`config.mk`:
```
export PLATFORM = sky130hd
export DESIGN_NAME = mac_ctrl_avmm_master_flat
export DESIGN_NICKNAME = d
export VERILOG_FILES = /design/src/rtl/mac_ctrl_avmm_master_if.sv /design/src/rtl/mac_ctrl_avmm_master.sv /design/src/flat_wrapper.sv
export SDC_FILE = /design/constraint.sdc
export NUM_CORES = 1
export LEC_CHECK = 0
export CAP_MARGIN = 5
export CORE_MARGIN = 5
export CORE_UTILIZATION = 40
export DETAILED_ROUTE_END_ITERATION = 10
export GPL_ROUTABILITY_DRIVEN = 0
export HOLD_SLACK_MARGIN = 0.08
export PLACE_DENSITY = 0.88
export SYNTH_ARGS = -nofsm -noshare
export SYNTH_HDL_FRONTEND = slang
export SYNTH_SLANG_ARGS = --single-unit
```
`constraint.sdc`:
```
create_clock -name clk -period 3.3 [get_ports clk]
set_input_delay 0.495 -clock clk [delete_from_list [all_inputs] [get_ports clk]]
set_output_delay 0.495 -clock clk [all_outputs]
set_load 0.05 [all_outputs]
```
`src/rtl/mac_ctrl_avmm_master_if.sv`:
```
// Command/response and Avalon-MM signal bundle for mac_ctrl_avmm_master.
// The master modport is the engine's view. The slave modport is the view
// of the sequencer and MAC control port that face it.
interface mac_ctrl_avmm_master_if;
  logic        cmd_valid;
  logic        cmd_ready;
  logic        cmd_write;
  logic [7:0]  cmd_addr;
  logic [31:0] cmd_wdata;
  logic        rsp_valid;
  logic [31:0] rsp_rdata;
  logic        rsp_err;
  logic [7:0]  address;
  logic        write;
  logic        read;
  logic [31:0] writedata;
  logic [31:0] readdata;
  logic        waitrequest;

  modport master (
    input  cmd_valid, cmd_write, cmd_addr, cmd_wdata, readdata, waitrequest,
    output cmd_ready, rsp_valid, rsp_rdata, rsp_err, address, write, read, writedata
  );

  modport slave (
    output cmd_valid, cmd_write, cmd_addr, cmd_wdata, readdata, waitrequest,
    input  cmd_ready, rsp_valid, rsp_rdata, rsp_err, address, write, read, writedata
  );
endinterface

```
`src/rtl/mac_ctrl_avmm_master.sv`:
```
// Single-outstanding Avalon-MM master for one MAC control port.
// It accepts one register command, runs the bus transfer while honouring
// waitrequest, and returns a one-cycle response strobe.
// Optional feature: define MAC_CTRL_TIMEOUT_EN to build the waitrequest
// timeout abort path and the timeout_cnt counter.
module mac_ctrl_avmm_master #(
  parameter int unsigned TIMEOUT_CYCLES = 1023
) (
  input  logic                          clk,
  input  logic                          rst,
  mac_ctrl_avmm_master_if.master        bus,
  output logic [15:0]                   timeout_cnt
);

  typedef enum logic [1:0] {IDLE, BUS, RESP} state_t;

  state_t state_q, state_d;
  logic   done;
  logic   abort;
  logic   timeout_hit;

  if (TIMEOUT_CYCLES < 1 || TIMEOUT_CYCLES > 65535) begin : g_bad_timeout
    $error("TIMEOUT_CYCLES must be in 1..65535");
  end

`ifdef MAC_CTRL_TIMEOUT_EN
  logic [15:0] wait_cnt;

  // Abort only once the counter has already reached the limit and the slave still stalls.
  assign timeout_hit = bus.waitrequest && (wait_cnt >= 16'(TIMEOUT_CYCLES));

  // Wait-state counter: cleared on accept, counts stalled BUS cycles, never wraps.
  always_ff @(posedge clk or posedge rst) begin
    if (rst) begin
      wait_cnt <= '0;
    end else if (state_q == IDLE && bus.cmd_valid) begin
      wait_cnt <= '0;
    end else if (state_q == BUS && bus.waitrequest && wait_cnt != '1) begin
      wait_cnt <= wait_cnt + 16'd1;
    end
  end

  // Count aborted transfers and hold the count at 0xFFFF.
  always_ff @(posedge clk or posedge rst) begin
    if (rst) begin
      timeout_cnt <= '0;
    end else if (abort && timeout_cnt != '1) begin
      timeout_cnt <= timeout_cnt + 16'd1;
    end
  end
`else
  assign timeout_hit = 1'b0;
  assign timeout_cnt = '0;
`endif

  // State register.
  always_ff @(posedge clk or posedge rst) begin
    if (rst) begin
      state_q <= IDLE;
    end else begin
      state_q <= state_d;
    end
  end

  // Next-state logic. A completion takes priority over a timeout on the same edge.
  always_comb begin
    state_d = state_q;
    done    = 1'b0;
    abort   = 1'b0;
    case (state_q)
      IDLE: begin
        if (bus.cmd_valid) begin
          state_d = BUS;
        end
      end
      BUS: begin
        if (!bus.waitrequest) begin
          done    = 1'b1;
          state_d = RESP;
        end else if (timeout_hit) begin
          abort   = 1'b1;
          state_d = RESP;
        end
      end
      RESP: begin
        state_d = IDLE;
      end
      default: begin
        state_d = IDLE;
      end
    endcase
  end

  // Registered outputs. cmd_ready and rsp_valid are decoded from the next state,
  // so they line up with the state register without any input-to-output path.
  always_ff @(posedge clk or posedge rst) begin
    if (rst) begin
      bus.cmd_ready <= 1'b1;
      bus.rsp_valid <= 1'b0;
      bus.rsp_rdata <= '0;
      bus.rsp_err   <= 1'b0;
      bus.address   <= '0;
      bus.write     <= 1'b0;
      bus.read      <= 1'b0;
      bus.writedata <= '0;
    end else begin
      bus.cmd_ready <= (state_d == IDLE);
      bus.rsp_valid <= (state_d == RESP);
      case (state_q)
        IDLE: begin
          if (bus.cmd_valid) begin
            bus.address   <= bus.cmd_addr;
            bus.writedata <= bus.cmd_wdata;
            bus.write     <= bus.cmd_write;
            bus.read      <= !bus.cmd_write;
          end
        end
        BUS: begin
          if (done || abort) begin
            bus.write     <= 1'b0;
            bus.read      <= 1'b0;
            bus.rsp_err   <= abort;
            bus.rsp_rdata <= (done && bus.read) ? bus.readdata : '0;
          end
        end
        default: begin
        end
      endcase
    end
  end

endmodule
```
`src/flat_wrapper.sv`:
```
// flat-port wrapper written by rule: the top's interface ports become plain ports
module mac_ctrl_avmm_master_flat 
#(
  parameter int unsigned TIMEOUT_CYCLES = 1023
)
  (clk, rst, timeout_cnt, bus_cmd_valid, bus_cmd_write, bus_cmd_addr, bus_cmd_wdata, bus_readdata, bus_waitrequest, bus_cmd_ready, bus_rsp_valid, bus_rsp_rdata, bus_rsp_err, bus_address, bus_write, bus_read, bus_writedata);
  mac_ctrl_avmm_master_if bus_i ();
  input  logic clk;
  input  logic rst;
  output logic [15:0] timeout_cnt;
  input wire logic [$bits(bus_i.cmd_valid)-1:0] bus_cmd_valid;
  input wire logic [$bits(bus_i.cmd_write)-1:0] bus_cmd_write;
  input wire logic [$bits(bus_i.cmd_addr)-1:0] bus_cmd_addr;
  input wire logic [$bits(bus_i.cmd_wdata)-1:0] bus_cmd_wdata;
  input wire logic [$bits(bus_i.readdata)-1:0] bus_readdata;
  input wire logic [$bits(bus_i.waitrequest)-1:0] bus_waitrequest;
  output wire logic [$bits(bus_i.cmd_ready)-1:0] bus_cmd_ready;
  output wire logic [$bits(bus_i.rsp_valid)-1:0] bus_rsp_valid;
  output wire logic [$bits(bus_i.rsp_rdata)-1:0] bus_rsp_rdata;
  output wire logic [$bits(bus_i.rsp_err)-1:0] bus_rsp_err;
  output wire logic [$bits(bus_i.address)-1:0] bus_address;
  output wire logic [$bits(bus_i.write)-1:0] bus_write;
  output wire logic [$bits(bus_i.read)-1:0] bus_read;
  output wire logic [$bits(bus_i.writedata)-1:0] bus_writedata;
  assign bus_i.cmd_valid = bus_cmd_valid;
  assign bus_i.cmd_write = bus_cmd_write;
  assign bus_i.cmd_addr = bus_cmd_addr;
  assign bus_i.cmd_wdata = bus_cmd_wdata;
  assign bus_i.readdata = bus_readdata;
  assign bus_i.waitrequest = bus_waitrequest;
  assign bus_cmd_ready = bus_i.cmd_ready;
  assign bus_rsp_valid = bus_i.rsp_valid;
  assign bus_rsp_rdata = bus_i.rsp_rdata;
  assign bus_rsp_err = bus_i.rsp_err;
  assign bus_address = bus_i.address;
  assign bus_write = bus_i.write;
  assign bus_read = bus_i.read;
  assign bus_writedata = bus_i.writedata;
  mac_ctrl_avmm_master #(.TIMEOUT_CYCLES(TIMEOUT_CYCLES)) u_core (.clk(clk), .rst(rst), .bus(bus_i), .timeout_cnt(timeout_cnt));
endmodule
```
-- After elaboration in Yosys (flattened, before gate mapping)
Index checks and enable logic that the tools add are counted.
- multiplexer cells: 11
- reduce and logical (&&, ||, !) cells: 8
- equality and inequality tests: 4
- operator list (cell ; number):
    $mux 32 ; 1
    $mux 1 ; 5
    $logic_not 2->1 ; 2
    $mux 2 ; 2
    $pmux 1 s2 ; 2
    $pmux 2 s2 ; 1
    $reduce_and 2->1 ; 2
    $reduce_and 3->1 ; 1
    $eq 2x1->1 const B ; 1
    $eq 2x2->1 const B ; 1
    $ne 2x1->1 const B ; 1
    $ne 2x2->1 const B ; 1
    $reduce_bool 2->1 ; 1
    $logic_and 1x1->1 ; 1
    $logic_not 1->1 ; 1
- input port bits: 77
- word-level logic and storage cells: 31
- output and inout port bits: 93
- register bits: 78

-- Longest topological paths before layout
- depth after elaboration: 4
- gate-level depth with buffers: 5
- mapped depth without buffers: 2

-- Worst setup path before layout
OpenSTA, ideal clock, no wires.
- path kind: register to register
- start: reg u_core.state_q[0]
- end: reg u_core.bus.address[7]
- clock period less this slack: 1.417 ns
- path buffers: 2
- data required time: 3.175 ns
- setup time: 0.125 ns
- stages on the path, launching flop included: 5
- data arrival time: 1.292 ns
- path slack: 1.883 ns
- path through: dfrtp_1 buf_4 nor3b_4 buf_6 mux2_2
- word-level cells in the longest chain between the ends: 2
- RTL lines (item ; line ; source):
    start: declaration ; mac_ctrl_avmm_master.sv:17 ; state_t state_q, state_d;
    start signal: assignment ; mac_ctrl_avmm_master.sv:61 ; state_q <= state_d;
    $logic_not 2->1 ; mac_ctrl_avmm_master.sv:109 ; case (state_q)
    $reduce_and 2->1 (no line) ; - ;
    end signal: assignment ; mac_ctrl_avmm_master.sv:112 ; bus.address <= bus.cmd_addr;
    end: declaration ; mac_ctrl_avmm_master_if.sv:22 ; output cmd_ready, rsp_valid, rsp_rdata, rsp_err, address, write, read, writedata
No other way between the ends.
A chain may end at the register's enable or synchronous reset.

-- Worst setup path after layout
- start: reg u_core.bus.read
- end: out bus_read
- RTL lines (item ; line ; source):
    start: declaration ; mac_ctrl_avmm_master_if.sv:22 ;
    start signal: assignment ; mac_ctrl_avmm_master.sv:115 ; bus.read <= !bus.cmd_write;
    end: declaration ; flat_wrapper.sv:23 ; output wire logic [$bits(bus_i.read)-1:0] bus_read;
No word-level cell between the ends.

==> metrics.cfg <==
[yosys]
synth_area_leaders = dfrtp_1 58%, mux2_2 13%, mux2i_1 9.9%
ys_seq_area_share_pct = 58.8
postSynthAreaPerCell_um2 = 12.8
synth.most_common_cell = dfrtp_1
synthXorXnorAreaFrac_pct = 0
yosys.area.top_type_share_pct = 58.0
synth_compound_gate_area_share_pct = 0.979
yosysWarnings = 0
synth_edf_count = 0
synth_top_family_by_area = multiplexers
yosys-top-cells-count = 77 x dfrtp_1, 37 x mux2_2, 33 x inv_1, 33 x mux2i_1, 32 x nand2_1
netlist_instances = 259
synth_top_area_cell = dfrtp_1
ys.flop_type = dfrtp_1
syn_area_um2 = 3320
muxShareOfSynthArea_pct = 23.5
synth_seq_cells = 78
synth_cell_type_count = 19
synth-adder-area-share_pct = 0
synthArstFlopShare_pct = 100
synthSimpleGateAreaFrac_pct = 5.76

[global_routing]
grt_overflow_total = 0
grt_usage_pct = 15.7
grt_pass1_wl_um = 12800
antenna_found_initial = 0
grt_pass1_vias = 2601
grt_max_degree = 41

[floorplan]
rows = 33
die_x_um = 101
die_height_um = 101
core_um2 = 8130
die_area_um2 = 10200
start_util_pct = 40.8
pin_count = 170

[clocking]
numCtsBuffers = 9
path_clk_slew_ns = 0.08
clk_latency_ns = 0.34
cts_hold_buf = 0
clock-sinks = 78
cts_setup_buffers = 0
cts_root_buffer = clkbuf_8
htree_levels = 3
cts.repair.resized = 0
cts_tree = built
clockBufferDepth = 2

[route]
drt_iter0_markers = 59
drtAntennaViolNets = 0
drt-pass1-iter-count = 4
num_vias = 2346
drc = 0
wl_per_cell_um = 15.0
viasPerCell = 4.48
drt_wl_total_um = 7850

[timing]
finalSetupTns_ns = 0
max_freq_ghz = 0.423
rsz0062_at_grt = false
slew_headroom_pct = 64.6
drv_slew = 0
tightest_slew_ns = 0.529
clock_skew_ns = 0.0133
hold_violations = 0
setup_violations = 0
fin_hold_ws_ns = 0.497
layout_min_cycle_time_ns = 2.37
fin_crit_sh_pct = 71.7

[flow_run]
maxCapViolations = 0

[layout]
final_layout_size_suffix_gt1_share_pct = 15.0
design_area_um2 = 5080
nets = 491
diodes = 0
stdcell_count = 524
synthToLayoutAreaGrowth_pct = 52.9
final.fill_count = 635

[critical_path]
timing.rr.start = u_core.state_q[0]
critPathMaxFanout = 35
start_kind = flip-flop
r2r-end = u_core.bus.address[3]
critPathKind = reg2out
r2r_cells = 3
cp.required_ns = 2.80
critical_path_arrival_ns = 1.87
r2r_slack_ns = 1.59
cp-end-kind = output pin

[power_and_ir_drop]
leakagePower_nw = 2.17
pwr_density_cell_nw_per_um2 = 835
vdd_drop_max_mv = 0.391
power_switching_share_pct = 43.3
switchingPower_mw = 1.83
pwr-share-comb_pct = 48.7
seq_power_share_pct = 32.5
cellInternalPower_mw = 2.41
clockPowerShare_pct = 18.9

[place]
post_dp_cell_area_um2 = 4850
dpl.hpwl_um = 6040
dp_cells = 508
io_buffers = 152

[outcome]
status = complete, no violations

[worst_hold_path]
hold_path_class = in2async

-- final cells by class --
| type | count | area [µm²] | share of cell area (%) |
|---|---|---|---|
| Clock inverter | 6 | 91.3 | 1.80 |
| Tap cell | 105 | 131 | 2.59 |
| Inverter | 33 | 125 | 2.46 |
| Clock buffer | 10 | 138 | 2.71 |
| Sequential cell | 78 | 1950 | 38.5 |
| Timing Repair Buffer | 158 | 1570 | 30.8 |
| Multi-Input combinational cell | 134 | 1070 | 21.1 |
-- sequential cells by signal (all words and copies together), names as in the netlist --
register and cells:
u_core.bus.rsp_valid 1, u_core.bus.writedata 32, u_core.bus.read 1, u_core.bus.cmd_ready 1
u_core.state_q 2, u_core.bus.rsp_rdata 32, u_core.bus.write 1, u_core.bus.address 8
-- metrics by stage --
stage / utilization [%] / total power, mW / setup WS [ns]
after floorplan: - / 2.76 / 0.812
final: 62.4 / 4.24 / 0.934
after detailed placement: 59.6 / 3.48 / 1.02
after global routing: 62.4 / 4.45 / 0.822
after global placement: 59.6 / 3.44 / 1.08
after CTS: 62.4 / 4.29 / 0.896
-- power by group through the flow --
stage	registers [mW]	logic, mW	clock network, mW
floorplan	2.32	0.440	0
global placement	1.38	2.05	0
detailed placement	1.40	2.08	0
CTS	1.38	2.09	0.824
global route	1.42	2.16	0.870
finish	1.38	2.07	0.800
-- critical path: stages, from the launching register on --
cell and delay (ns):
dfrtp_1 0.33, buf_4 0.32, clkdlybuf4s50_1 0.88
-- cells by family after synthesis --
logic type	count (synthesis)
buffers and inverters	63
AO/OA/AOI/OAI	4
AND/OR/NAND/NOR	40
other	1
multiplexers	73
flip-flops	78
-- layer usage --
metal / GRT usage [%] / share of wire, % / vias up / wire length [µm]
met5: 0 / 0 / - / 0
met4: 3.48 / 1.2 / 0 / 95
met3: 6.20 / 11 / 9 / 827
met2: 26.2 / 48 / 108 / 3770
met1: 19.5 / 40 / 1123 / 3160
li1: - / - / 1106 / -
-- cells in the final DEF (no fill, tap or decap), drive strengths merged --
| cell type | instances |
|---|---|
| nor2 | 1 |
| nor3b | 5 |
| clkdlybuf4s50 | 152 |
| inv | 34 |
| a211o | 2 |
| conb | 17 |
| nand2 | 32 |
| dfstp | 1 |
| clkbuf | 10 |
| mux2i | 33 |
| o21bai | 1 |
| dfrtp | 77 |
| buf | 6 |
| bufinv | 2 |
| mux2 | 40 |
| clkinv | 3 |
| a21o | 1 |
| nor4b | 1 |
| nor4bb | 1 |
-- how the worst max path moves through the flow --
stage               startpoint                       to  cells past startpoint
6_report       u_core.bus.read                 bus_read                      2
5_1_grt        u_core.bus.read                 bus_read                      2
4_1_cts        u_core.bus.read                 bus_read                      2
3_5_place_dp     bus_cmd_valid  u_core.bus.writedata[3]                      4
3_3_place_gp     bus_cmd_valid    u_core.bus.address[0]                      4
2_1_floorplan              rst    u_core.bus.address[0]                      1
(Power assumes the default switching activity.)
